**src/rtl/fp_align_pkg.sv**
```systemverilog
// Shared encodings for the FP add/sub exponent alignment stage:
// controller state encoding and shifter direction constants.
package fp_align_pkg;

   typedef enum logic [1:0] {
      ST_IDLE    = 2'd0,
      ST_COMPARE = 2'd1,
      ST_LOAD    = 2'd2,
      ST_DONE    = 2'd3
   } align_state_t;

   localparam logic DIR_LEFT  = 1'b1;
   localparam logic DIR_RIGHT = 1'b0;

endpackage

```
**src/rtl/exp_diff_sat.sv**
```systemverilog
// Combinational operand compare for alignment: picks the larger operand and
// produces the right-shift distance for the smaller one, saturated at SW.
module exp_diff_sat #(
   parameter int SW = 26,
   parameter int EW = 8
) (
   input  logic [EW-1:0] exp_x,
   input  logic [EW-1:0] exp_y,
   input  logic [SW-1:0] mant_x,
   input  logic [SW-1:0] mant_y,
   output logic          swap,
   output logic [EW-1:0] shamt
);

   localparam logic [EW-1:0] SW_SAT = EW'(SW);

   logic [EW:0]   diff;
   logic [EW-1:0] mag;

   always_comb begin
      diff = {1'b0, exp_x} - {1'b0, exp_y};
      // |diff| never exceeds 2^EW-1, so the low EW bits of the negation suffice.
      mag  = diff[EW] ? EW'(-diff) : diff[EW-1:0];
      // Shifting by SW or more already flushes the whole mantissa.
      shamt = (mag > SW_SAT) ? SW_SAT : mag;
      swap  = (exp_y > exp_x) || ((exp_y == exp_x) && (mant_y > mant_x));
   end

endmodule

```
**src/rtl/exp_align_ctrl.sv**
```systemverilog
// Alignment controller in front of the mantissa barrel shifter: captures two
// operands, orders them, strobes the shifter once and holds results until ack.
module exp_align_ctrl
   import fp_align_pkg::*;
#(
   parameter int SW = 26,
   parameter int EW = 8
) (
   input  logic          clk,
   input  logic          rst,
   input  logic          start_i,
   input  logic [EW-1:0] exp_x_i,
   input  logic [EW-1:0] exp_y_i,
   input  logic [SW-1:0] mant_x_i,
   input  logic [SW-1:0] mant_y_i,
   input  logic          ack_i,
   output logic          ready_o,
   output logic [EW-1:0] Shift_Value_o,
   output logic [SW-1:0] Shift_Data_o,
   output logic          FSM_left_right_o,
   output logic          ctrl_a_o,
   output logic [SW-1:0] mant_large_o,
   output logic [EW-1:0] exp_common_o,
   output logic          swap_o,
   output logic          done_o
);

   align_state_t state_reg, state_next;

   logic [EW-1:0] exp_x_reg, exp_y_reg;
   logic [SW-1:0] mant_x_reg, mant_y_reg;

   logic [EW-1:0] shift_value_reg, exp_common_reg;
   logic [SW-1:0] shift_data_reg, mant_large_reg;
   logic          swap_reg;

   logic          cmp_swap;
   logic [EW-1:0] cmp_shamt;

   exp_diff_sat #(
      .SW (SW),
      .EW (EW)
   ) u_exp_diff_sat (
      .exp_x  (exp_x_reg),
      .exp_y  (exp_y_reg),
      .mant_x (mant_x_reg),
      .mant_y (mant_y_reg),
      .swap   (cmp_swap),
      .shamt  (cmp_shamt)
   );

   always_ff @(posedge clk or negedge rst) begin
      if (!rst) begin
         state_reg       <= ST_IDLE;
         exp_x_reg       <= '0;
         exp_y_reg       <= '0;
         mant_x_reg      <= '0;
         mant_y_reg      <= '0;
         shift_value_reg <= '0;
         shift_data_reg  <= '0;
         mant_large_reg  <= '0;
         exp_common_reg  <= '0;
         swap_reg        <= 1'b0;
      end else begin
         state_reg <= state_next;
         if ((state_reg == ST_IDLE) && start_i) begin
            exp_x_reg  <= exp_x_i;
            exp_y_reg  <= exp_y_i;
            mant_x_reg <= mant_x_i;
            mant_y_reg <= mant_y_i;
         end
         // Result registers load on leaving COMPARE so they are valid in LOAD
         // and then hold through DONE and the following IDLE.
         if (state_reg == ST_COMPARE) begin
            shift_value_reg <= cmp_shamt;
            swap_reg        <= cmp_swap;
            shift_data_reg  <= cmp_swap ? mant_x_reg : mant_y_reg;
            mant_large_reg  <= cmp_swap ? mant_y_reg : mant_x_reg;
            exp_common_reg  <= cmp_swap ? exp_y_reg  : exp_x_reg;
         end
      end
   end

   always_comb begin
      state_next = state_reg;
      ready_o    = 1'b0;
      ctrl_a_o   = 1'b0;
      done_o     = 1'b0;
      case (state_reg)
         ST_IDLE: begin
            ready_o = 1'b1;
            if (start_i) state_next = ST_COMPARE;
         end
         ST_COMPARE: state_next = ST_LOAD;
         ST_LOAD: begin
            ctrl_a_o   = 1'b1;
            state_next = ST_DONE;
         end
         ST_DONE: begin
            done_o = 1'b1;
            if (ack_i) state_next = ST_IDLE;
         end
         default: state_next = ST_IDLE;
      endcase
   end

   assign FSM_left_right_o = DIR_RIGHT;
   assign Shift_Value_o    = shift_value_reg;
   assign Shift_Data_o     = shift_data_reg;
   assign mant_large_o     = mant_large_reg;
   assign exp_common_o     = exp_common_reg;
   assign swap_o           = swap_reg;

endmodule

```
**config.mk**
```make
export PLATFORM = sky130hd
export DESIGN_NAME = exp_align_ctrl
export DESIGN_NICKNAME = d
export VERILOG_FILES = /design/src/rtl/fp_align_pkg.sv /design/src/rtl/exp_diff_sat.sv /design/src/rtl/exp_align_ctrl.sv
export SDC_FILE = /design/constraint.sdc
export NUM_CORES = 1
export LEC_CHECK = 0
export CAP_MARGIN = 5
export CELL_PAD_IN_SITES_DETAIL_PLACEMENT = 0
export CELL_PAD_IN_SITES_GLOBAL_PLACEMENT = 2
export CORE_MARGIN = 4
export CORE_UTILIZATION = 35
export DETAILED_ROUTE_END_ITERATION = 6
export PLACE_DENSITY_LB_ADDON = 0.25
export SETUP_SLACK_MARGIN = 0.05
export SLEW_MARGIN = 20
export SYNTH_ARGS = -nofsm -noshare
export SYNTH_HDL_FRONTEND = slang
export SYNTH_SLANG_ARGS = --single-unit
```
**constraint.sdc**
```tcl
create_clock -name clk -period 4.6 [get_ports clk]
set_input_delay 0.92 -clock clk [delete_from_list [all_inputs] [get_ports clk]]
set_output_delay 0.92 -clock clk [all_outputs]
set_load 0.01 [all_outputs]
```
---- Word-level counts from Yosys, hierarchy flattened ----
Cells that the tools add are included.
operators by class
  $add $sub $neg .......................... 2
  multipliers ............................. 0
  divide/modulo/power cells ............... 0
  order comparisons ....................... 3
  eq/ne operators ......................... 6
  shift-type cells ........................ 0
  multiplexer cells ....................... 11
  bitwise logic cells ..................... 0
  reductions and logical operators ........ 5
operators with widths
  operator              number
  $mux W26              2
  $gt A26 B26 Y1        1
  $mux W8               3
  $sub A8 B8 Y9         1
  $eq A8 B8 Y1          1
  $gt A8 B5 Y1 const B  1
  $gt A8 B8 Y1          1
  $neg A8 Y8            1
  $pmux W2 S4           1
  $eq A2 B2 Y1 const B  2
  $mux W2               2
  $ne A2 B2 Y1 const B  2
  $mux W1               3
  $eq A2 B1 Y1 const B  1
  $logic_and A1 B1 Y1   2
  $logic_not A2 Y1      1
  $reduce_and A2 Y1     1
  $logic_or A1 B1 Y1    1
word-level totals
  register bits after elaboration ......... 139
  bits in latches ......................... 0
  RAM bits ................................ 0
  ROM bits ................................ 0
  bits of input ports ..................... 72
  output and inout port bits .............. 73
  memories ................................ 0

---- Depth between registers and ports, before layout ----
  depth after elaboration ................. 5
  depth in mapped cells ................... 13

---- Cells and area by module ----
From an unflattened synthesis, not the netlist that was laid out.
second synthesis, totals
  cells, all modules ...................... 665
  area total of the unflattened synthesis .. 7385.8 µm²
modules (own cells, without submodules)
  module          times used  cells each  area each (µm²)  seq. area each (µm²)
  exp_align_ctrl  1           438         5820.6           3478.3
  exp_diff_sat    1           227         1565.3           0.0

---- Worst setup path before layout ----
No wires, ideal clock.
  kind .................................... register to register
  start ................................... reg exp_x_reg[2]
  end ..................................... reg shift_value_reg[1], in the netlist Shift_Value_o[1]
  library setup time ...................... 121 ps
  arrival ................................. 2533 ps
  required time ........................... 4479 ps
  slack ................................... 1946 ps
  stages on the path, launching flop included .. 11
  buffers on the path ..................... 1
  cells stage by stage .................... dfrtp_1 -> ha_1 -> buf_6 -> and3b_4 -> or3_4 -> a2111o_1 -> a211oi_2 -> mux2i_1 -> o32ai_2 -> nand3_1 -> o22a_1
between the ends
  cells in the longest elaborated chain, start to end .. 5
ends and longest elaborated chain
  what                    line                  source
  from (decl)             exp_align_ctrl.sv:30  logic [EW-1:0] exp_x_reg, exp_y_reg;
  from (signal assigned)  exp_align_ctrl.sv:67  exp_x_reg <= exp_x_i;
  $sub A8 B8 Y9 *         exp_diff_sat.sv:21    diff = {1'b0, exp_x} - {1'b0, exp_y};
  $neg A8 Y8              exp_diff_sat.sv:23    mag = diff[EW] ? EW'(-diff) : diff[EW-1:0];
  $mux W8 *               exp_diff_sat.sv:23
  $gt A8 B5 Y1            exp_diff_sat.sv:25    shamt = (mag > SW_SAT) ? SW_SAT : mag;
  $mux W8 *               exp_diff_sat.sv:25
  to (signal assigned)    exp_align_ctrl.sv:75  shift_value_reg <= cmp_shamt;
  to (decl)               exp_align_ctrl.sv:33  logic [EW-1:0] shift_value_reg, exp_common_reg;
Mark *: on every way between the ends. The rest lies on a longest branch, timed or not.
A chain may end at the register's enable or synchronous reset.

---- Worst setup path in the final report ----
  start ................................... reg mant_y_reg[23]
  end ..................................... reg mant_large_reg[7], in the netlist mant_large_o[7]
between the ends
  cells in the longest elaborated chain, start to end .. 4
ends and longest elaborated chain
  what                    line                  source
  from (decl)             exp_align_ctrl.sv:31  logic [SW-1:0] mant_x_reg, mant_y_reg;
  from (signal assigned)  exp_align_ctrl.sv:70  mant_y_reg <= mant_y_i;
  $gt A26 B26 Y1          exp_diff_sat.sv:26    swap = (exp_y > exp_x) || ((exp_y == exp_x) && (mant_y > mant_x));
  $logic_and A1 B1 Y1     exp_diff_sat.sv:26
  $logic_or A1 B1 Y1      exp_diff_sat.sv:26
  $mux W26                exp_align_ctrl.sv:78  mant_large_reg <= cmp_swap ? mant_y_reg : mant_x_reg;
  to (signal assigned)    exp_align_ctrl.sv:78
  to (decl)               exp_align_ctrl.sv:34  logic [SW-1:0] shift_data_reg, mant_large_reg;
Every way passes these cells.

==> flow_summary.ini <==
[outcome]
status = complete, no violations

[yosys]
yosysWarnings = 0
synthTopCellsByArea = dfrtp_1, mux2_2, ha_1
synthFlopType = dfrtp_1
post-synth-top-count-cell = dfrtp_1
ys_seq_area_frac = 0.466
yosysTopAreaCell = dfrtp_1
synth-edff-count = 0
syn-num-nets = 847
synth_top_area_share = 0.466
synth.top_cells.by_count = dfrtp_1, inv_1, mux2_2, nor2_1, a311oi_1
synthCells = 734
avgSynthCellArea_um2 = 10.2
synth.ff_latch_count = 139
syn_area_mm2 = 0.00747
async_flop_share = 1.00
synthDistinctLibCells = 51

[timing]
hold_viol = 0
relSlewSlack = 0.308
clock_skew_ps = 12.3
rsz0062_at_grt = false
worst_pin_slew_ps = 1030
fmax_mhz = 298
slew_viol_final = 0
finalSetupViolCount = 0
post-route-period-util = 0.729
setup_ws_ps = 1250
fin_crit_ps = 3350
tns_ps = 0

[placed_design]
place_area_mm2 = 0.00911
io_buffers = 143
pre_cts_slack_ps = 1020
dp_hpwl_um = 14000
place_congestion = 0.851
post-place-cells = 1106

[layout]
fin_util = 0.462
stdcell_count = 1138
area_delta_synth_final_pct = 30.0
final_cell_area_mm2 = 0.00972
diodes = 0
drive_gt1_frac = 0.137
nets = 963

[setup_path]
crit_family = compound AO/OA/AOI/OAI gates
slowest_delay_ps = 620
setup.worst_path.end_class = flip-flop
worstPathArrival_ps = 3600
cp_max_fo = 52
crit_chain = ha_1 > nand4_1 > nor4_1 > o21ai_0 > a31oi_1 > o21ai_4 > buf_4 > a211oi_1 > a311oi_1
crit_path_top_delay_cell = nor4_1
cp.required_ps = 4850
worst-setup-path-type = reg -> reg
path_buf_inv = 1
start_kind = flip-flop

[route]
drt_iter0_drc = 346
wl_per_cell_um = 18.3
ant_nets = 0
drc = 0
vias = 6064
vias_per_cell = 5.33
wl_um = 20900
drt_pass1_iterations = 5

[global_routing]
antenna_found_initial = 0
grt_usage = 0.177
grt_pass1_wl_um = 34100
overflow = 0
grt_max_degree = 78
grt_pass1_vias = 6354

[clock_tree]
cts_buffers = 17
post_cts_buffers = 0
hold_buffers = 0
cts_buffer_depth = 2
h-tree-depth = 4
insertion_delay_ps = 420
cts_tree = built
cts_resized = 0
clk_pin_slew_ps = 60
cts_sinks = 139
root_buffer = clkbuf_16

[floorplanning]
coreArea_mm2 = 0.0210
die_height_um = 154
rows = 53
start_util = 0.355
dieWidth_um = 154
pin_count = 145
die_area_mm2 = 0.0238

[pwr]
powerDensity_mw_per_mm2 = 890
p_leak_nw = 4.14
max-vdd-ir-drop_mv = 0.371

[hold_path]
hold_path.class = reg -> reg

[flow_run]
timing.max_cap.violations = 0
## routing by layer
layer | GRT usage | vias to the layer above | share of wire
met5 | 0 | - | 0
met1 | 0.225 | 3031 | 0.44
met3 | 0.0459 | 10 | 0.043
li1 | - | 2895 | -
met2 | 0.301 | 128 | 0.51
met4 | 0.0450 | 0 | 0.010
## placed cells by master, fill, tap and decap left out, types with 4 or more instances in the layout
| cell | synthesis | layout |
|---|---|---|
| a211oi_1 | 44 | 44 |
| a21o_1 | 12 | 12 |
| a21oi_1 | 41 | 41 |
| a311oi_1 | 53 | 53 |
| a31oi_1 | 4 | 4 |
| buf_4 | 1 | 7 |
| clkbuf_16 | 0 | 17 |
| clkdlybuf4s50_1 | 0 | 142 |
| dfrtp_1 | 139 | 139 |
| ha_1 | 40 | 39 |
| inv_1 | 68 | 67 |
| mux2_2 | 68 | 68 |
| nand2_1 | 27 | 26 |
| nand3_1 | 4 | 4 |
| nand4_1 | 8 | 8 |
| nor2_1 | 68 | 68 |
| nor2b_1 | 9 | 9 |
| nor3_1 | 29 | 29 |
| o21ai_0 | 18 | 18 |
| xnor2_1 | 5 | 5 |
## where the power goes
part,switching (mW),total [mW],internal [mW]
Clock,0.537,1.42,0.884
Sequential,0.504,2.36,1.85
Combinational,2.73,4.87,2.14
## cell families after synthesis
kind of cell,share of synthesized area
AO/OA/AOI/OAI,0.193
adder cells (fa/ha/maj),0.0697
buffers and inverters,0.0635
XOR/XNOR,0.00586
other,0.000502
flip-flops,0.466
multiplexers,0.104
AND/OR/NAND/NOR,0.0985
## stage by stage
stage,power (mW),hold slack [ps]
after floorplan,5.62,479
after global placement,7.18,483
after detailed placement,7.26,492
after CTS,8.72,505
after global routing,9.40,514
final,8.65,502
## worst paths after layout
check	startpoint	cells after the start	slack (ps)	endpoint
worst max-delay path	mant_y_reg[23]	9	1250	mant_large_o[7]
worst min-delay path	Shift_Value_o[4]	1	500	Shift_Value_o[4]
worst max register to register	mant_y_reg[23]	9	1250	mant_large_o[7]
worst min register to register	Shift_Value_o[4]	1	500	Shift_Value_o[4]
max in group asynchronous	rst	2	3120	exp_x_reg[5]
min in group asynchronous	rst	1	550	Shift_Data_o[5]
## worst reg2reg max path, cell delays in order (launching register included)
cell and delay (ps):
dfrtp_1 410, ha_1 320, nand4_1 210, nor4_1 620
o21ai_0 190, a31oi_1 530, o21ai_4 120, buf_4 350
a211oi_1 360, a311oi_1 90
## layout make-up
| type | count | area [µm²] |
|---|---|---|
| clock buffer | 22 | 464 |
| clock inverter | 10 | 139 |
| fill | 1913 | 11300 |
| inverter | 68 | 255 |
| multi-input combinational | 474 | 3550 |
| sequential | 139 | 3480 |
| tap | 275 | 344 |
| timing repair buffer | 150 | 1490 |
No activity file was read; power rests on OpenSTA's default activity.
